<file path="src/rtl/vga_sync_decoder.sv">
// VGA receive-side decoder: rebuilds px/py/pixel from a sampled sync stream
// and verifies line/frame timing before declaring lock.
module vga_sync_decoder #(
  parameter int H_ACTIVE    = 640,
  parameter int H_TOTAL     = 800,
  parameter int V_ACTIVE    = 480,
  parameter int V_TOTAL     = 525,
  parameter int LOCK_FRAMES = 2
) (
  input  logic        clk,
  input  logic        reset,
  input  logic        pix_en,
  input  logic        in_hs,
  input  logic        in_vs,
  input  logic        in_blank_n,
  input  logic [7:0]  in_r,
  input  logic [7:0]  in_g,
  input  logic [7:0]  in_b,
  input  logic        err_clr,
  output logic [9:0]  px,
  output logic [9:0]  py,
  output logic        de,
  output logic [23:0] pixel,
  output logic        frame_start,
  output logic        locked,
  output logic        h_err,
  output logic        v_err
);

  localparam logic [1:0] S_SEARCH = 2'd0;
  localparam logic [1:0] S_ALIGN  = 2'd1;
  localparam logic [1:0] S_LOCKED = 2'd2;

  localparam logic [10:0] HT = 11'(H_TOTAL);
  localparam logic [10:0] HA = 11'(H_ACTIVE);
  localparam logic [9:0]  VT = 10'(V_TOTAL);
  localparam logic [9:0]  VA = 10'(V_ACTIVE);
  localparam logic [3:0]  LF = 4'(LOCK_FRAMES);

  logic        hs_q, hs_d;
  logic        vs_q, vs_d;
  logic        bl_q, bl_d;
  logic [9:0]  hcnt_q, hcnt_d;
  logic [9:0]  vcnt_q, vcnt_d;
  logic [9:0]  px_q, px_d;
  logic [9:0]  py_q, py_d;
  logic        de_q, de_d;
  logic [23:0] pixel_q, pixel_d;
  logic [1:0]  state_q, state_d;
  logic [3:0]  good_q, good_d;
  logic        frame_bad_q, frame_bad_d;
  logic        locked_q, locked_d;
  logic        h_err_q, h_err_d;
  logic        v_err_q, v_err_d;

  logic        hs_fall;
  logic        vs_fall;
  logic        bl_fall;
  logic        act;
  logic        chk;
  logic [10:0] hcnt_nxt;
  logic [10:0] run_len;
  logic [9:0]  vcnt_line;
  logic [9:0]  py_cnt;
  logic        h_mis;
  logic        v_mis;

  // edges are taken against the previous pix_en sample only
  always_comb begin
    hs_fall  = pix_en & hs_q & ~in_hs;
    vs_fall  = pix_en & vs_q & ~in_vs;
    bl_fall  = pix_en & bl_q & ~in_blank_n;
    act      = pix_en & in_blank_n;
    chk      = (state_q != S_SEARCH);
    hcnt_nxt = {1'b0, hcnt_q} + 11'd1;
    run_len  = {1'b0, px_q} + 11'd1;
  end

  always_comb begin
    h_mis = 1'b0;
    if (hs_fall && (hcnt_q == 10'h3ff || hcnt_nxt != HT))
      h_mis = 1'b1;
    if (pix_en && !hs_fall && hcnt_q == 10'h3fe)
      h_mis = 1'b1;
    if (bl_fall && run_len != HA)
      h_mis = 1'b1;
  end

  // a line ending on the same sample as vs is counted before the frame check
  always_comb begin
    vcnt_line = vcnt_q;
    if (hs_fall && vcnt_q != 10'h3ff)
      vcnt_line = vcnt_q + 10'd1;
    py_cnt = bl_fall ? py_q + 10'd1 : py_q;
    v_mis  = vs_fall & ((vcnt_line != VT) | (py_cnt != VA));
  end

  always_comb begin
    hs_d    = pix_en ? in_hs : hs_q;
    vs_d    = pix_en ? in_vs : vs_q;
    bl_d    = pix_en ? in_blank_n : bl_q;
    hcnt_d  = hcnt_q;
    vcnt_d  = vcnt_q;
    px_d    = px_q;
    py_d    = py_q;
    de_d    = act;
    pixel_d = pixel_q;
    if (pix_en) begin
      if (hs_fall)
        hcnt_d = 10'd0;
      else if (hcnt_q != 10'h3ff)
        hcnt_d = hcnt_q + 10'd1;
      vcnt_d = vs_fall ? 10'd0 : vcnt_line;
      if (act)
        px_d = bl_q ? px_q + 10'd1 : 10'd0;
      if (vs_fall)
        py_d = 10'd0;
      else
        py_d = py_cnt;
    end
    if (act)
      pixel_d = {in_r, in_g, in_b};
  end

  always_comb begin
    state_d     = state_q;
    good_d      = good_q;
    frame_bad_d = frame_bad_q | (chk & h_mis);
    unique case (1'b1)
      (state_q == S_ALIGN): begin
        if (vs_fall) begin
          frame_bad_d = 1'b0;
          if (frame_bad_q || h_mis || v_mis) begin
            good_d = 4'd0;
          end else if (good_q + 4'd1 >= LF) begin
            good_d  = 4'd0;
            state_d = S_LOCKED;
          end else begin
            good_d = good_q + 4'd1;
          end
        end
      end
      (state_q == S_LOCKED): begin
        if (h_mis || v_mis) begin
          state_d     = S_SEARCH;
          frame_bad_d = 1'b0;
        end else if (vs_fall) begin
          frame_bad_d = 1'b0;
        end
      end
      default: begin
        frame_bad_d = 1'b0;
        if (vs_fall) begin
          state_d = S_ALIGN;
          good_d  = 4'd0;
        end else begin
          state_d = S_SEARCH;
        end
      end
    endcase
    locked_d = (state_d == S_LOCKED);
  end

  // a fresh mismatch outranks a simultaneous clear
  always_comb begin
    h_err_d = h_err_q;
    v_err_d = v_err_q;
    if (err_clr) begin
      h_err_d = 1'b0;
      v_err_d = 1'b0;
    end
    if (chk && h_mis)
      h_err_d = 1'b1;
    if (chk && v_mis)
      v_err_d = 1'b1;
  end

  always_ff @(posedge clk) begin
    if (reset) begin
      hs_q        <= 1'b0;
      vs_q        <= 1'b0;
      bl_q        <= 1'b0;
      hcnt_q      <= 10'd0;
      vcnt_q      <= 10'd0;
      px_q        <= 10'd0;
      py_q        <= 10'd0;
      de_q        <= 1'b0;
      pixel_q     <= 24'd0;
      state_q     <= S_SEARCH;
      good_q      <= 4'd0;
      frame_bad_q <= 1'b0;
      locked_q    <= 1'b0;
      h_err_q     <= 1'b0;
      v_err_q     <= 1'b0;
    end else begin
      hs_q        <= hs_d;
      vs_q        <= vs_d;
      bl_q        <= bl_d;
      hcnt_q      <= hcnt_d;
      vcnt_q      <= vcnt_d;
      px_q        <= px_d;
      py_q        <= py_d;
      de_q        <= de_d;
      pixel_q     <= pixel_d;
      state_q     <= state_d;
      good_q      <= good_d;
      frame_bad_q <= frame_bad_d;
      locked_q    <= locked_d;
      h_err_q     <= h_err_d;
      v_err_q     <= v_err_d;
    end
  end

  assign px          = px_q;
  assign py          = py_q;
  assign de          = de_q;
  assign pixel       = pixel_q;
  assign locked      = locked_q;
  assign h_err       = h_err_q;
  assign v_err       = v_err_q;
  assign frame_start = de_q & (px_q == 10'd0) & (py_q == 10'd0) & locked_q;

endmodule

</file>
<file path="config.mk">
export PLATFORM = sky130hd
export DESIGN_NAME = vga_sync_decoder
export DESIGN_NICKNAME = d
export VERILOG_FILES = /design/src/rtl/vga_sync_decoder.sv
export SDC_FILE = /design/constraint.sdc
export NUM_CORES = 1
export LEC_CHECK = 0
export ABC_AREA = 0
export CAP_MARGIN = 25
export CORE_MARGIN = 2
export CORE_UTILIZATION = 56
export CTS_CLUSTER_SIZE = 20
export DETAILED_ROUTE_END_ITERATION = 10
export HOLD_SLACK_MARGIN = 0.12
export PLACE_DENSITY = 0.93
export SLEW_MARGIN = 10
export SYNTH_ARGS = -nofsm -noshare
export SYNTH_HDL_FRONTEND = slang
export SYNTH_SLANG_ARGS = --single-unit
</file>
<file path="constraint.sdc">
create_clock -name clk -period 4.8 [get_ports clk]
set_input_delay 0.96 -clock clk [delete_from_list [all_inputs] [get_ports clk]]
set_output_delay 0.96 -clock clk [all_outputs]
set_load 0.01 [all_outputs]
</file>
==> summary.md, run 1 <==
| Metric | Value |
|---|---|
| Synth area leaders | dfxtp_1, nand2_1, a21oi_1, ha_1, nor2_1 |
| Post-route design area | 0.00505 mm² |
| Core box area | 0.00718 mm² |
| Ys async rst share | 0 |
| Final critical-path share of the clock period | 0.744 |
| Register bit total from synthesis | 78 |
| Pwr Density | 250 mW/mm² |
| First-pass GRT wire length | 16800 µm |
| CTS tree | done |
| Cell taking the most area after synthesis | dfxtp_1 |
| Vias in the first global route | 3589 |
| P&R area growth vs syn | 23.5% |
| Slowest-stage cell, CP | clkdlybuf4s50_1 |
| Fin crit period | 3.57 ns |
| IO buf count | 79 |
| GRT overflow | 0 |
| Final WL | 10600 µm |
| Pins Over Slew Limit | 0 |
| Pin count of the biggest net entering global routing | 45 |
| I/O pins | 80 |
| Fmax achieved | 280 MHz |
| Clock Latency Late Sink | 0.36 ns |
| Synth cell count leaders | nand2_1, dfxtp_1, a21oi_1 |
| Worst Setup Start Kind | input pin |
| Hold-fix buffers, CTS | 0 |
| HPWL after DPL | 7270 µm |
| Worst Path Max Fanout | 13 |
| All-Layer GR Usage | 0.267 |
| NumNets Final | 622 |
| CTS Buf Count | 9 |
| Root buf cell | clkbuf_8 |
| Syn_area_per_cell | 7.89 µm² |
| Routed Antenna Nets | 0 |
| Post-Syn Nets | 562 |
| Crit Path Category | in -> reg |
| DR vias/cell | 5.90 |
| Starting Density | 0.570 |
| Status | complete, no violations |
| Synth Instances | 518 |
| DIE WIDTH | 89.5 µm |
| Pleak | 1.81 nW |
| Critical Path, Cell by Cell | clkdlybuf4s50_1 -> nand3b_2 -> or4_1 -> a32oi_1 -> nand4_1 -> nor3_2 -> o211ai_2 -> a21o_1 -> and3_1 |
| Final Setup Violations | 0 |
| Bufs on Longest Clock Path | 2 |
| Initial DRT Pass Iterations | 5 |
| Drt initial violations | 264 |
| Post-Synthesis Cell Area | 0.00409 mm² |
| Unrepaired setup endpoints after global routing | false |
| Initial antenna violation count | 0 |
| Final Hold Viols | 0 |
| Top-area cell type share of the netlist area | 0.382 |
| # DRC | 0 |
| GPL Wtd Cong | 0.886 |
| Clock slew at reported path FFs | 0.10 ns |
| Routed len/inst | 15.6 µm |
| Most common cell in the synthesized netlist | nand2_1 |
| Share of layout cells above drive strength 1 | 0.0738 |
| Slew HR | 0.539 |
| Seq/Total Area, Yosys | 0.382 |
| Hold/Removal Path Class | reg -> reg |
| Cell Area, Placed | 0.00486 mm² |
| Post-CTS setup buffers | 0 |
| N_diodes | 0 |
| CP peak stage delay | 0.76 ns |
| Ys flop type | dfxtp_1 |
| Post-CTS resize count | 0 |
| Worst EP required | 5.06 ns |
| Crit. End Element | flip-flop |
| # Max-Cap Violations | 0 |
| Setup TNS | 0 ns |
| Worst vdd ir | 0.225 mV |
| Arr. time, crit path | 3.83 ns |
| Clock skew | 0.00861 ns |
| Post-synthesis cell type count | 68 |
| Synth warnings | 0 |
| Slew @ Worst Pin | 0.689 ns |
| H-tree depth | 3 |
| Clock sink total | 78 |
| Rows | 31 |
| Die height | 89.5 µm |
| Die area | 0.00800 mm² |
| Vias after detailed routing | 4021 |
| EDFF count, synth | 0 |
-- layout make-up --
cell class                      instances  area [µm²]
Sequential cell                        78        1560
Fill cell                             520        2130
Clock buffer                            9         124
Clock inverter                          7        61.3
Multi-Input combinational cell        392        2310
Timing Repair Buffer                   83         821
Tap cell                               99         124
Inverter                               14        52.6
-- report_power, final --
group	switching, W	internal (W)	total (W)	leakage (nW)
sequential	0.0000120	0.000660	0.000672	0.632
combinational	0.0000558	0.0000564	0.000112	1.09
clock	0.000278	0.000199	0.000477	0.0892
total	0.000346	0.000915	0.00126	1.81
-- kinds of logic after synthesis --
family	synth area share
mux	0.0223
buf+inv	0.0542
fa+ha+maj	0.0398
simple gates	0.309
flops	0.382
xor+xnor	0.0364
compound gates	0.156
-- layout by cell type (no fill, tap or decap), drive strengths merged, types with 11 or more instances in the layout --
cell type	instances
dfxtp	78
clkdlybuf4s50	79
nand2	95
xor2	11
inv	19
nor2	43
a21oi	45
nand4	15
nand3	22
nor3	12
o21ai	15
ha	13
-- per-stage QoR --
stage          setup slack [ns]  std cells   util  hold WS [ns]  total power, W
2_1_floorplan              1.95        518      -         0.454        0.000740
3_3_place_gp               1.06        666  0.678         0.441        0.000794
3_5_place_dp              0.959        666  0.678         0.450        0.000798
4_1_cts                    1.27        682  0.704         0.461         0.00127
5_1_grt                    1.05        682  0.704         0.476         0.00130
6_report                   1.23        682  0.704         0.461         0.00126
-- state kept, by name, summed over array words and instances (netlist names) --
| signal | flops |
|---|---|
| hs_q | 1 |
| state_q | 2 |
| vcnt_q | 10 |
| v_err | 1 |
| frame_bad_q | 1 |
| hcnt_q | 10 |
| px | 10 |
| de | 1 |
| h_err | 1 |
| pixel | 24 |
| good_q | 4 |
| py | 10 |
| vs_q | 1 |
| locked | 1 |
| bl_q | 1 |
-- per-layer routing --
layer  track usage  wire length (µm)
met5             0                 0
met1         0.336              4360
met3        0.0693               860
met2         0.439              5170
met4         0.103               228
-- worst max-delay path: cells and delay by family --
family / cells / cell delay (ns)
AO/OA/AOI/OAI: 3 / 0.52
AND/OR/NAND/NOR: 5 / 1.59
buffers and inverters: 1 / 0.76
-- worst paths after layout --
check / from / to / slack (ns) / depth (start not counted)
worst max-delay path: pix_en / locked / 1.23 / 9
worst max register to register: py[1] / locked / 1.89 / 9
worst min-delay path: pixel[5] / pixel[5] / 0.46 / 2
worst min register to register: pixel[5] / pixel[5] / 0.46 / 2
No activity file was read; power rests on OpenSTA's default activity.
==> inputs of run 2 (changes only) <==
CORE_UTILIZATION = 52   (was 56)
PLACE_DENSITY = 0.88   (was 0.93)
clock period = 3.7 ns   (was 4.8 ns; I/O delays follow)
==> summary.md, run 2 (synthesis gave the netlist of run 1 again) <==
| Metric | Value |
|---|---|
| DIE WIDTH | 92.7 µm |
| Crit. End Element | flip-flop |
| Routed Antenna Nets | 0 |
| Most common cell after layout, fill and taps aside | nand2_1 |
| Final WL | 10400 µm |
| Initial DRT Pass Iterations | 5 |
| Drt initial violations | 266 |
| N_diodes | 0 |
| Vias in the first global route | 3737 |
| Largest register FFs | 24 |
| IO buf count | 79 |
| Post-CTS setup buffers | 0 |
| CTS Buf Count | 9 |
| I/O pins | 80 |
| GR Util met2 | 0.413 |
| Unrepaired setup endpoints after global routing | false |
| Status | complete, no violations |
| GRT busiest layer | met2 |
| Pin count of the biggest net entering global routing | 45 |
| Starting Density | 0.532 |
| NumNets Final | 625 |
| Post-CTS resize count | 0 |
| Slew HR | 0.520 |
| Die area | 0.00859 mm² |
| Critical R2R Capture | locked |
| Root buf cell | clkbuf_8 |
| Vias after detailed routing | 3985 |
| Finished Layout Cells | 688 |
| DR vias/cell | 5.79 |
| Worst vdd ir | 0.252 mV |
| GRT met3 Usage | 0.0594 |
| # DRC | 0 |
| Clock skew | 0.0121 ns |
| Slew @ Worst Pin | 0.718 ns |
| Clock sink total | 78 |
| H-tree depth | 3 |
| Fin crit period | 3.17 ns |
| Clock Latency Late Sink | 0.37 ns |
| Hold/Removal Path Class | reg -> reg |
| Min Hold Slack | 0.459 ns |
| Hold Path Cell Cnt | 2 |
| Crit Path Category | in -> reg |
| Clock slew at reported path FFs | 0.10 ns |
| Pwr Density | 322 mW/mm² |
| Pins Over Slew Limit | 0 |
| Routed len/inst | 15.2 µm |
| Hold-fix buffers, CTS | 0 |
| Placed insts | 672 |
| Pleak | 1.83 nW |
| Arr. time, crit path | 3.43 ns |
| Bufs on Longest Clock Path | 2 |
| GPL Wtd Cong | 0.891 |
| All-Layer GR Usage | 0.248 |
| Final Setup Violations | 0 |
| First-pass GRT wire length | 17400 µm |
| Endpoint, Worst Hold | pixel[9] |
| Met1 GRT Util | 0.314 |
| Fmax achieved | 316 MHz |
| CTS tree | done |
| Worst EP required | 3.96 ns |
| FF-to-FF path depth | 8 |
| Worst Setup Start Kind | input pin |
| Final Hold Viols | 0 |
| Critical Path, Cell by Cell | clkdlybuf4s50_1 -> nand3b_2 -> or4_1 -> a32oi_1 -> nand4_1 -> nor3_2 -> o211ai_2 -> a21o_1 -> and3_1 |
| Flop-to-flop setup slack | 0.88 ns |
| Setup TNS | 0 ns |
| # Max-Cap Violations | 0 |
| Slowest-stage cell, CP | clkdlybuf4s50_1 |
| Core box area | 0.00769 mm² |
| GRT overflow | 0 |
| Initial antenna violation count | 0 |
| Die height | 92.7 µm |
| Rows | 32 |
| R2R Path Start | bl_q |
| Share of layout cells above drive strength 1 | 0.0785 |
| P&R area growth vs syn | 24.1% |
| Worst Hold Launch | pixel[9] |
| CP peak stage delay | 0.65 ns |
| Worst Path Max Fanout | 12 |
| Most frequent cells in the layout | nand2_1, clkdlybuf4s50_1, dfxtp_1 |
| HPWL after DPL | 7200 µm |
| Final critical-path share of the clock period | 0.856 |
## run 2: changes by cell type in the layout (fill, tap and decap cells not counted), sizes merged
cell / delta
buf: +3
## run 2: worst max-delay path: cells and delay by family
family	cells	cell delay, ns
compound gates	3	0.50
buf+inv	1	0.65
simple gates	5	1.53
## run 2: area by class of cell
type                    instances  area (µm²)
clock buffers                   9         124
clock inverters                 7        61.3
fillers                       640        2610
inverters                      14        52.6
multi-input cells             392        2310
flip-flops and latches         78        1560
well taps                     102         128
repair buffers                 86         843
## run 2: worst max path at each step
stage                     cells after the start  slack, ns    from      to
after floorplan                              11       1.07  pix_en  locked
after global placement                        9       0.32  pix_en  locked
after detailed placement                      9       0.22  pix_en  locked
after CTS                                     9       0.58  pix_en  locked
after global routing                          9       0.35  pix_en  locked
final                                         9       0.53  pix_en  locked
## run 2: layer usage
metal  up-vias  part of all wire
met5         -                 0
met4         0             0.015
met3        15             0.080
met2       167              0.48
met1      1862              0.43
li1       1941                 -
## run 2: power by group
group	total, W	switching [W]	internal, W
Combinational	0.000146	0.0000718	0.0000743
Sequential	0.000872	0.0000158	0.000856
Clock	0.000617	0.000360	0.000258
Total	0.00164	0.000447	0.00119
## run 2: per-stage QoR
| stage | util | setup slack [ns] | cell area (µm²) | power (W) |
|---|---|---|---|---|
| finish | 0.660 | 0.534 | 5080 | 0.00164 |
| global route | 0.660 | 0.353 | 5080 | 0.00169 |
| CTS | 0.660 | 0.577 | 5080 | 0.00164 |
| detailed placement | 0.636 | 0.218 | 4890 | 0.00104 |
| global placement | 0.636 | 0.316 | 4890 | 0.00103 |
| floorplan | - | 1.07 | 4090 | 0.000960 |
